`src/rtl/mac_sequencer_pkg.sv`:
```
// Shared fixed-point format and controller state type for the MAC sequencer.
package mac_sequencer_pkg;

   localparam int unsigned Q_INT   = 8;
   localparam int unsigned Q_FRAC  = 8;
   localparam int unsigned Q_DEPTH = Q_INT + Q_FRAC;

   typedef logic signed [Q_INT-1:-Q_FRAC] q_t;

   typedef enum logic [1:0] {
      StIdle,
      StRun,
      StDrain,
      StOut
   } mac_seq_state_e;

endpackage

```
`src/rtl/mac_sequencer.sv`:
```
// Steps an external MacUnit through one dot product, reading x/w from 1-cycle RAMs,
// and hands the saturated sum out on a valid/ready port.
module mac_sequencer
   import mac_sequencer_pkg::*;
#(
   parameter int unsigned ADDR_W = 10,
   parameter int unsigned LEN_W  = 10
) (
   input  logic               clk,
   input  logic               rst_n,
   input  logic               start,
   input  logic               abort,
   input  logic [LEN_W-1:0]   len,
   input  logic [ADDR_W-1:0]  x_base,
   input  logic [ADDR_W-1:0]  w_base,
   output logic               busy,
   output logic               mem_rd_en,
   output logic [ADDR_W-1:0]  x_addr,
   output logic [ADDR_W-1:0]  w_addr,
   output logic               mac_acc_loopback,
   output logic               mac_acc_update,
   input  logic [Q_DEPTH-1:0] mac_in,
   output logic [Q_DEPTH-1:0] result,
   output logic               result_valid,
   input  logic               result_ready,
   output logic               done
);

   mac_seq_state_e    state_q, state_d;
   logic [LEN_W-1:0]  idx_q, idx_d;
   logic [LEN_W-1:0]  len_q, len_d;
   logic [ADDR_W-1:0] xb_q, xb_d;
   logic [ADDR_W-1:0] wb_q, wb_d;
   logic              valid_q, valid_d;
   logic              loop_q, loop_d;
   q_t                result_q, result_d;

   always_ff @(posedge clk or negedge rst_n) begin
      if (!rst_n) begin
         state_q  <= StIdle;
         idx_q    <= '0;
         len_q    <= '0;
         xb_q     <= '0;
         wb_q     <= '0;
         valid_q  <= 1'b0;
         loop_q   <= 1'b0;
         result_q <= '0;
      end else begin
         state_q  <= state_d;
         idx_q    <= idx_d;
         len_q    <= len_d;
         xb_q     <= xb_d;
         wb_q     <= wb_d;
         valid_q  <= valid_d;
         loop_q   <= loop_d;
         result_q <= result_d;
      end
   end

   always_comb begin
      state_d      = state_q;
      idx_d        = idx_q;
      len_d        = len_q;
      xb_d         = xb_q;
      wb_d         = wb_q;
      valid_d      = 1'b0;
      loop_d       = 1'b0;
      result_d     = result_q;
      mem_rd_en    = 1'b0;
      x_addr       = '0;
      w_addr       = '0;
      result_valid = 1'b0;
      done         = 1'b0;

      unique case (state_q)
         StIdle: begin
            if (start && !abort) begin
               if (len != '0) begin
                  len_d   = len;
                  xb_d    = x_base;
                  wb_d    = w_base;
                  idx_d   = '0;
                  state_d = StRun;
               end else begin
                  result_d = '0;
                  state_d  = StOut;
               end
            end
         end
         StRun: begin
            mem_rd_en = 1'b1;
            x_addr    = xb_q + ADDR_W'(idx_q);
            w_addr    = wb_q + ADDR_W'(idx_q);
            // Element 0 must not fold in whatever the MacUnit accumulator still holds.
            valid_d   = 1'b1;
            loop_d    = (idx_q != '0);
            if (idx_q == len_q - LEN_W'(1)) begin
               state_d = StDrain;
            end else begin
               idx_d = idx_q + LEN_W'(1);
            end
            if (abort) begin
               valid_d = 1'b0;
               loop_d  = 1'b0;
               state_d = StIdle;
            end
         end
         StDrain: begin
            if (abort) begin
               state_d = StIdle;
            end else begin
               result_d = q_t'(mac_in);
               state_d  = StOut;
            end
         end
         StOut: begin
            result_valid = 1'b1;
            if (abort) begin
               state_d = StIdle;
            end else if (result_ready) begin
               done    = 1'b1;
               state_d = StIdle;
            end
         end
         default: state_d = StIdle;
      endcase
   end

   assign busy             = (state_q != StIdle);
   assign mac_acc_update   = valid_q;
   assign mac_acc_loopback = loop_q;
   assign result           = result_q;

endmodule

```
`config.mk`:
```
export PLATFORM = sky130hd
export DESIGN_NAME = mac_sequencer
export DESIGN_NICKNAME = d
export VERILOG_FILES = /design/src/rtl/mac_sequencer_pkg.sv /design/src/rtl/mac_sequencer.sv
export SDC_FILE = /design/constraint.sdc
export NUM_CORES = 1
export LEC_CHECK = 0
export ABC_AREA = 1
export CAP_MARGIN = 20
export CORE_MARGIN = 2
export CORE_UTILIZATION = 25
export DETAILED_ROUTE_END_ITERATION = 8
export GPL_ROUTABILITY_DRIVEN = 0
export PLACE_DENSITY = 0.45
export SLEW_MARGIN = 20
export SYNTH_ARGS = -nofsm -noshare
export SYNTH_HDL_FRONTEND = slang
export SYNTH_SLANG_ARGS = --single-unit
```
`constraint.sdc`:
```
create_clock -name clk -period 5.7 [get_ports clk]
set_input_delay 1.14 -clock clk [delete_from_list [all_inputs] [get_ports clk]]
set_output_delay 1.14 -clock clk [all_outputs]
set_load 0.01 [all_outputs]
```
# Word-level counts from Yosys, hierarchy flattened

Index checks and enable logic that the tools add are counted.
Widths: inputs -> output; s select.

Reductions and logical operators: 12
Eq/ne operators: 11
$add $sub $neg: 4
Multiplexer cells: 27

Operator list:

| cell                  | number |
|---|---|
| $mux 10               | 5 |
| $mux 16               | 3 |
| $pmux 16 s2           | 1 |
| $add 10x10->10        | 2 |
| $pmux 10 s2           | 1 |
| $reduce_bool 10->1    | 2 |
| $mux 2                | 7 |
| $add 10x1->10 const B | 1 |
| $eq 10x10->1          | 1 |
| $ne 2x2->1 const B    | 5 |
| $sub 10x1->10 const B | 1 |
| $mux 1                | 9 |
| $pmux 2 s4            | 1 |
| $reduce_and 4->1      | 2 |
| $ne 3x3->1 const B    | 2 |
| $reduce_and 3->1      | 2 |
| $reduce_bool 2->1     | 3 |
| $eq 2x2->1 const B    | 2 |
| $eq 2x1->1 const B    | 1 |
| $logic_not 2->1       | 1 |
| $logic_and 1x1->1     | 1 |
| $logic_not 1->1       | 1 |

Word-level logic and storage cells: 62
Input port bits: 51
Output and inout port bits: 42
Bits in registers: 60

# Depth between registers and ports, before layout

Gate-level depths: netlist of the first run.

Word-level depth: 5
Depth in mapped cells: 14
Mapped depth without buffers: 13

# Worst setup path before layout of the first run

No wires, ideal clock.

Path type: reg-to-output
Start point: register idx_q[0]
End point: output x_addr[6]
Path buffers: 0
Required time: 4.560 ns
Arrival time: 1.861 ns
Cell stages (with the launch flop): 12
Slack: 2.699 ns
Path through: dfrtp_1 ha_1 fa_1 nand2_1 nand2_1 a21oi_1 inv_1 nand2_1 nand2_1 a21oi_1 o21ai_0 a21oi_1

Longest elaborated chain between the ends: 2

Ends and longest elaborated chain:

| what                     | RTL line            | source |
|---|---|---|
| start: declaration       | mac_sequencer.sv:30 | `logic [LEN_W-1:0] idx_q, idx_d;` |
| start signal: assignment | mac_sequencer.sv:50 | `idx_q <= idx_d;` |
| $add 10x10->10           | mac_sequencer.sv:92 | `x_addr = xb_q + ADDR_W'(idx_q);` |
| $mux 10                  | mac_sequencer.sv:75 | `unique case (state_q)` |
| end: declaration         | mac_sequencer.sv:18 | `output logic [ADDR_W-1:0] x_addr,` |

No other way between the ends.

# Worst setup path after layout of the first run

Ends and elaborated chain as after synthesis.

==> impl_results.md, run 1 <==
- Post-route setup TNS: 0 ns
- Crit path launch type: flop
- DPL Wire Length: 8393 um
- Avg Inst Size Synth: 7.973 um^2
- Worst-margin pin slew: 0.8245 ns
- Setup CP Type: reg2out
- Vias: 3,645
- Area after DPL: 0.005140 mm^2
- Number of port buffers: 92
- Fin nets: 670
- Ant. Diodes: 0
- Kind of end point of the critical path: primary output
- Delay-heaviest family, CP: adder cells
- Initial Utilization: 25.38%
- Synth area leaders: dfrtp_1, nand2_1, ha_1, inv_1, mux2_2
- Worst Skew: 0.009265 ns
- Seq/Total Area, Yosys: 37.51%
- Total GRT Usage: 14.35%
- GRT overflow: 0
- Iter 0 DRT Violations: 180
- Worst-path clk slew: 0.06 ns
- Final setup viols: 0
- CTS Root Cell: clkbuf_16
- Status: completed
- Row count: 46
- CP max stage delay: 0.55 ns
- RSZ-0062 raised after global routing: false
- Synthesized instance count: 502
- Max FO, Critical Path: 11
- Worst hold-check path type: reg2reg
- CTS Buffer Depth: 2
- First-pass GRT wire length: 18,910 um
- Vias/cell: 4.467
- H-tree lvl count: 3
- CTS tree: done
- Setup ws final: 1.527 ns
- Final instance area: 0.005423 mm^2
- Period utilization: 73.21%
- Pre-CTS setup slack: 1.868 ns
- PD cells: 484.7 mW/mm^2
- Die Wd: 130.5 um
- Critical-path top delay cell: clkdlybuf4s50_1
- Clock sink count: 60
- Later-pin clock latency in the skew report: 0.33 ns
- CTS Hold Bufs: 0
- Post-DRT Antenna Nets: 0
- Biggest area consumer among synthesized cells: dfrtp_1
- Routed len/inst: 13.78 um
- Crit-path most repeated cell: nand2_1
- Die outline area: 0.01704 mm^2
- Final min period: 4.173 ns
- Cell Chain, Critical Path: ha_1 > fa_1 > nand2_1 > nand2_1 > a21oi_1 > inv_1 > nand2_1 > nand2_1 > a21oi_1 > o21ai_0 > a21oi_1 > clkdlybuf4s50_1
- Core box area: 0.01577 mm^2
- FFs w/ async S/R, synth: 100.0%
- Synth Register Bits: 60
- Max transition margin: 45.04%
- Post-route DRC: 0
- Final Power: 0.002628 W
- Hold Fails Final Rpt: 0
- Number of detailed-route iterations in the first pass: 6
- Fin. max-slew vios: 0
- Critical path arrival: 3.03 ns
- Synth-to-layout area growth: 35.48%
- LEAKAGE: 2.443 nW
- Max-Cap Viols: 0
- Syn nets: 576
- Netlist Area Pre-Place: 0.004003 mm^2
- Final hold slack: 0.5068 ns
- Routed wire length: 11,240 um
- CTS resizes: 0
- Die height: 130.5 um
- Count of cell types in the netlist: 39
- Synth Flop Type: dfrtp_1
- Vias in the first global route: 3,770
- Largest net degree at the start of global routing: 61
- WP buf/inv: 2
- CTS Buf Count: 9
- Num ports: 93
- # Post-CTS Setup Buffers: 0
- CP Data Required Time: 4.56 ns
- Maximum vdd drop: 0.0001802 V
- Layout cells sized above 1: 13.67%
- Warning count from the yosys run: 0
- Area fraction of the dominant cell type after synthesis: 37.51%
- Fmax: 239.6 MHz
- Post-synth EDFFs: 0
- Initial antenna violation count: 0
cell type report:
type                       count  area [um^2]
fill                        1678        10350
multi-input combinational    354         2137
sequential                    60         1501
timing repair buffer          96        949.7
inverter                      75        281.5
tap                          216        270.3
clock buffer                  10        229.0
clock inverter                 5        53.80
kinds of logic after synthesis:
family | count (synthesis) | synth area share [%]
and+or+nand+nor | 209 | 24.54
AOI/OAI and AO/OA | 93 | 13.57
buffers and inverters | 88 | 9.222
DFF | 60 | 37.51
adders and majority gates | 23 | 7.565
muxes | 20 | 5.627
xor gates and xnor gates | 9 | 1.969
report_power, final:
group	internal, W	total (W)	switching, W
clock	0.000334	0.000532	0.000198
combinational	0.000610	0.00132	0.000712
sequential	0.000610	0.000774	0.000163
total	0.00155	0.00263	0.00107
sequential cells by signal, summed over array words and instances (netlist names):
signal and cells:
state_q 2, xb_q 10, mac_acc_update 1, wb_q 10
idx_q 10, mac_acc_loopback 1, result 16, len_q 10
worst register-to-register path: cells and delay by family (launching register included):
kind            cells  cell delay [ns]
buf+inv             2             0.36
simple gates        3             0.58
compound gates      2             0.72
flops               1             0.47
per-stage QoR:
stage | instances | util, %
detailed placement | 801 | 32.59
CTS | 816 | 34.39
global placement | 800 | 32.49
global route | 816 | 34.39
finish | 816 | 34.39
floorplan | 502 | -
layer usage:
layer	share of wire, %	GRT usage (%)	up-vias
met1	47	18.14	1680
met2	45	23.16	99
met5	0	0	-
met3	7.3	4.560	10
met4	1.4	5.069	0
li1	-	-	1856
cell usage after synthesis, types with 4 or more instances:
cell type   n
nand2_1    92
inv_1      66
dfrtp_1    60
nand3_1    45
nor2_1     37
a21oi_1    34
o21ai_0    24
ha_1       21
mux2_2     20
o21ai_1    14
inv_2       9
o21ai_2     9
xor2_1      9
nand4_1     8
buf_2       6
nand2_2     6
nor2_2      5
nor3_1      4
cells in the final DEF (no fill, tap or decap), types with 2 or more instances in the layout:
master            n
nand3_1          44
o21bai_1          2
inv_1            66
o21ai_2           9
o2111ai_1         2
nor2_2            5
nand2_4           2
clkinv_2          3
mux2_2           20
clkbuf_16         9
dfrtp_1          60
nor3_1            4
nand4_1           8
clkdlybuf4s50_1  91
buf_4             3
nand2_2           6
nor2_1           37
or2_2             2
inv_2             9
a21oi_1          34
xor2_1            9
nor2_4            3
fa_1              2
nand2_1          92
nor3_2            2
a211oi_1          2
o21ai_0          24
ha_1             21
o21ai_1          14
worst paths after layout:
kind,slack [ns],depth (start not counted),startpoint,endpoint
worst min register to register,0.51,1,wb_q[8]$_DFFE_PN0P_,wb_q[8]$_DFFE_PN0P_
worst max register to register,3.50,7,state_q[1]$_DFFE_PN0P_,result[6]$_DFFE_PN0P_
max in group asynchronous,4.17,2,rst_n,idx_q[4]$_DFFE_PN0P_
min in group asynchronous,0.99,2,rst_n,state_q[1]$_DFFE_PN0P_
worst max-delay path,1.53,12,idx_q[0]$_DFFE_PN0P_,x_addr[6]
worst min-delay path,0.51,1,wb_q[8]$_DFFE_PN0P_,wb_q[8]$_DFFE_PN0P_
(Power assumes the default switching activity.)
==> inputs of run 2 (changes only) <==
==> constraint.sdc (replaced) <==
create_clock -name clk -period 4.2 [get_ports clk]
set_input_delay 0.84 -clock clk [delete_from_list [all_inputs] [get_ports clk]]
set_output_delay 0.84 -clock clk [all_outputs]
set_load 0.01 [all_outputs]
==> impl_results.md, run 2 (synthesis gave the netlist of run 1 again) <==
- LEAKAGE: 2.448 nW
- Area after DPL: 0.005131 mm^2
- Clock sink count: 60
- Worst-path clk slew: 0.05 ns
- Initial Utilization: 25.38%
- Max transition margin: 46.78%
- First-pass GRT wire length: 18,350 um
- Final hold slack: 0.5132 ns
- R2r worst-path depth: 6
- Die Wd: 130.5 um
- Die outline area: 0.01704 mm^2
- Hold Fails Final Rpt: 0
- Final instance area: 0.005438 mm^2
- Post-route DRC: 0
- Fmax: 256.0 MHz
- Die height: 130.5 um
- Row count: 46
- Initial antenna violation count: 0
- Fin. max-slew vios: 0
- CTS Root Cell: clkbuf_16
- Maximum vdd drop: 0.0002457 V
- Crit-path most repeated cell: nand2_1
- Later-pin clock latency in the skew report: 0.33 ns
- Cell Chain, Critical Path: ha_1 > fa_1 > nand2_1 > nand2_1 > a21oi_1 > inv_1 > nand2_1 > nand2_1 > a21oi_1 > o21ai_0 > a21oi_1 > clkdlybuf4s50_1
- Iter 0 DRT Violations: 177
- Vias: 3,620
- Critical-path top delay cell: clkdlybuf4s50_1
- Final min period: 3.907 ns
- # Post-CTS Setup Buffers: 0
- Status: completed
- Routed wire length: 11,230 um
- GRT overflow: 0
- Delay-heaviest family, CP: adder cells
- H-tree lvl count: 3
- Commonest non-fill, non-tap cell in the layout: nand2_1
- CTS Buf Count: 9
- Num ports: 93
- Setup ws final: 0.2932 ns
- CTS Hold Bufs: 0
- Pre-CTS setup slack: 0.6534 ns
- Max FO, Critical Path: 11
- Hold-critical path depth: 1
- PD cells: 661.6 mW/mm^2
- Setup CP Type: reg2out
- Cell Count Post-Placement: 801
- RSZ-0062 raised after global routing: false
- Worst hold-check path type: reg2reg
- Core box area: 0.01577 mm^2
- Ant. Diodes: 0
- Worst-margin pin slew: 0.7975 ns
- CTS resizes: 0
- Number of detailed-route iterations in the first pass: 4
- Cell count along the critical path: 12
- Max-Cap Viols: 0
- Vias in the first global route: 3,590
- Fin nets: 670
- CTS Buffer Depth: 2
- Worst Skew: 0.006868 ns
- CP Data Required Time: 3.36 ns
- Period utilization: 93.02%
- Kind of end point of the critical path: primary output
- Post-Layout Cell Count: 817
- DPL Wire Length: 8470 um
- Number of flip-flops in the largest register: 16
- Number of port buffers: 92
- Total GRT Usage: 14.29%
- Crit path launch type: flop
- Vias/cell: 4.431
- Synth-to-layout area growth: 35.86%
- Highest-count cells in the layout ignoring fill and taps: nand2_1, clkdlybuf4s50_1, inv_1
- Layout cells sized above 1: 13.64%
- Final setup viols: 0
- Routed len/inst: 13.74 um
- Post-route setup TNS: 0 ns
- Critical path arrival: 3.07 ns
- CP max stage delay: 0.56 ns
- Post-DRT Antenna Nets: 0
- WP buf/inv: 2
- Largest net degree at the start of global routing: 46
- CTS tree: done
[run 2: changes by cell type in the layout (fill, tap and decap cells not counted), sizes merged]
cell      previous run  this run
clkinv               4         2
clkinvlp             0         1
clkbuf              10        12
[run 2: worst register-to-register path: stages (launching register included)]
cell and delay [ns]:
dfrtp_1 0.49, inv_1 0.11, nor2_2 0.62, inv_2 0.27, nor2_2 0.21, inv_1 0.10
a41oi_1 0.26
[run 2: final timing paths]
check	to	startpoint	slack, ns
max in group asynchronous	result[10]$_DFFE_PN0P_	rst_n	3.02
worst min-delay path	wb_q[8]$_DFFE_PN0P_	wb_q[8]$_DFFE_PN0P_	0.51
worst max-delay path	x_addr[6]	idx_q[0]$_DFFE_PN0P_	0.29
worst max register to register	mac_acc_loopback$_DFF_PN0_	state_q[0]$_DFFE_PN0P_	2.01
min in group asynchronous	len_q[6]$_DFFE_PN0P_	rst_n	0.52
worst min register to register	wb_q[8]$_DFFE_PN0P_	wb_q[8]$_DFFE_PN0P_	0.51
[run 2: metal layers]
layer	routed length, um	up-vias	track usage, %
li1	-	1853	-
met1	5217	1664	18.04
met2	5026	89	22.55
met3	826	14	5.456
met4	159	0	4.756
met5	0	-	0
[run 2: power by group]
part / switching, W / internal (W)
logic: 0.000961 / 0.000831
clock network: 0.000264 / 0.000489
registers: 0.000225 / 0.000829
[run 2: area by class of cell]
type / instances / area, um^2
Inverter: 75 / 281.5
Tap cell: 216 / 270.3
Fill cell: 1692 / 10330
Clock buffer: 12 / 256.5
Sequential cell: 60 / 1501
Timing Repair Buffer: 96 / 948.4
Clock inverter: 4 / 47.55
Multi-Input combinational cell: 354 / 2132
[run 2: metrics by stage]
stage	utilization [%]	total power [W]
4_1_cts	34.47	0.003650
3_3_place_gp	32.54	0.002861
2_1_floorplan	-	0.002139
6_report	34.48	0.003598
3_5_place_dp	32.54	0.002861
5_1_grt	34.48	0.003929
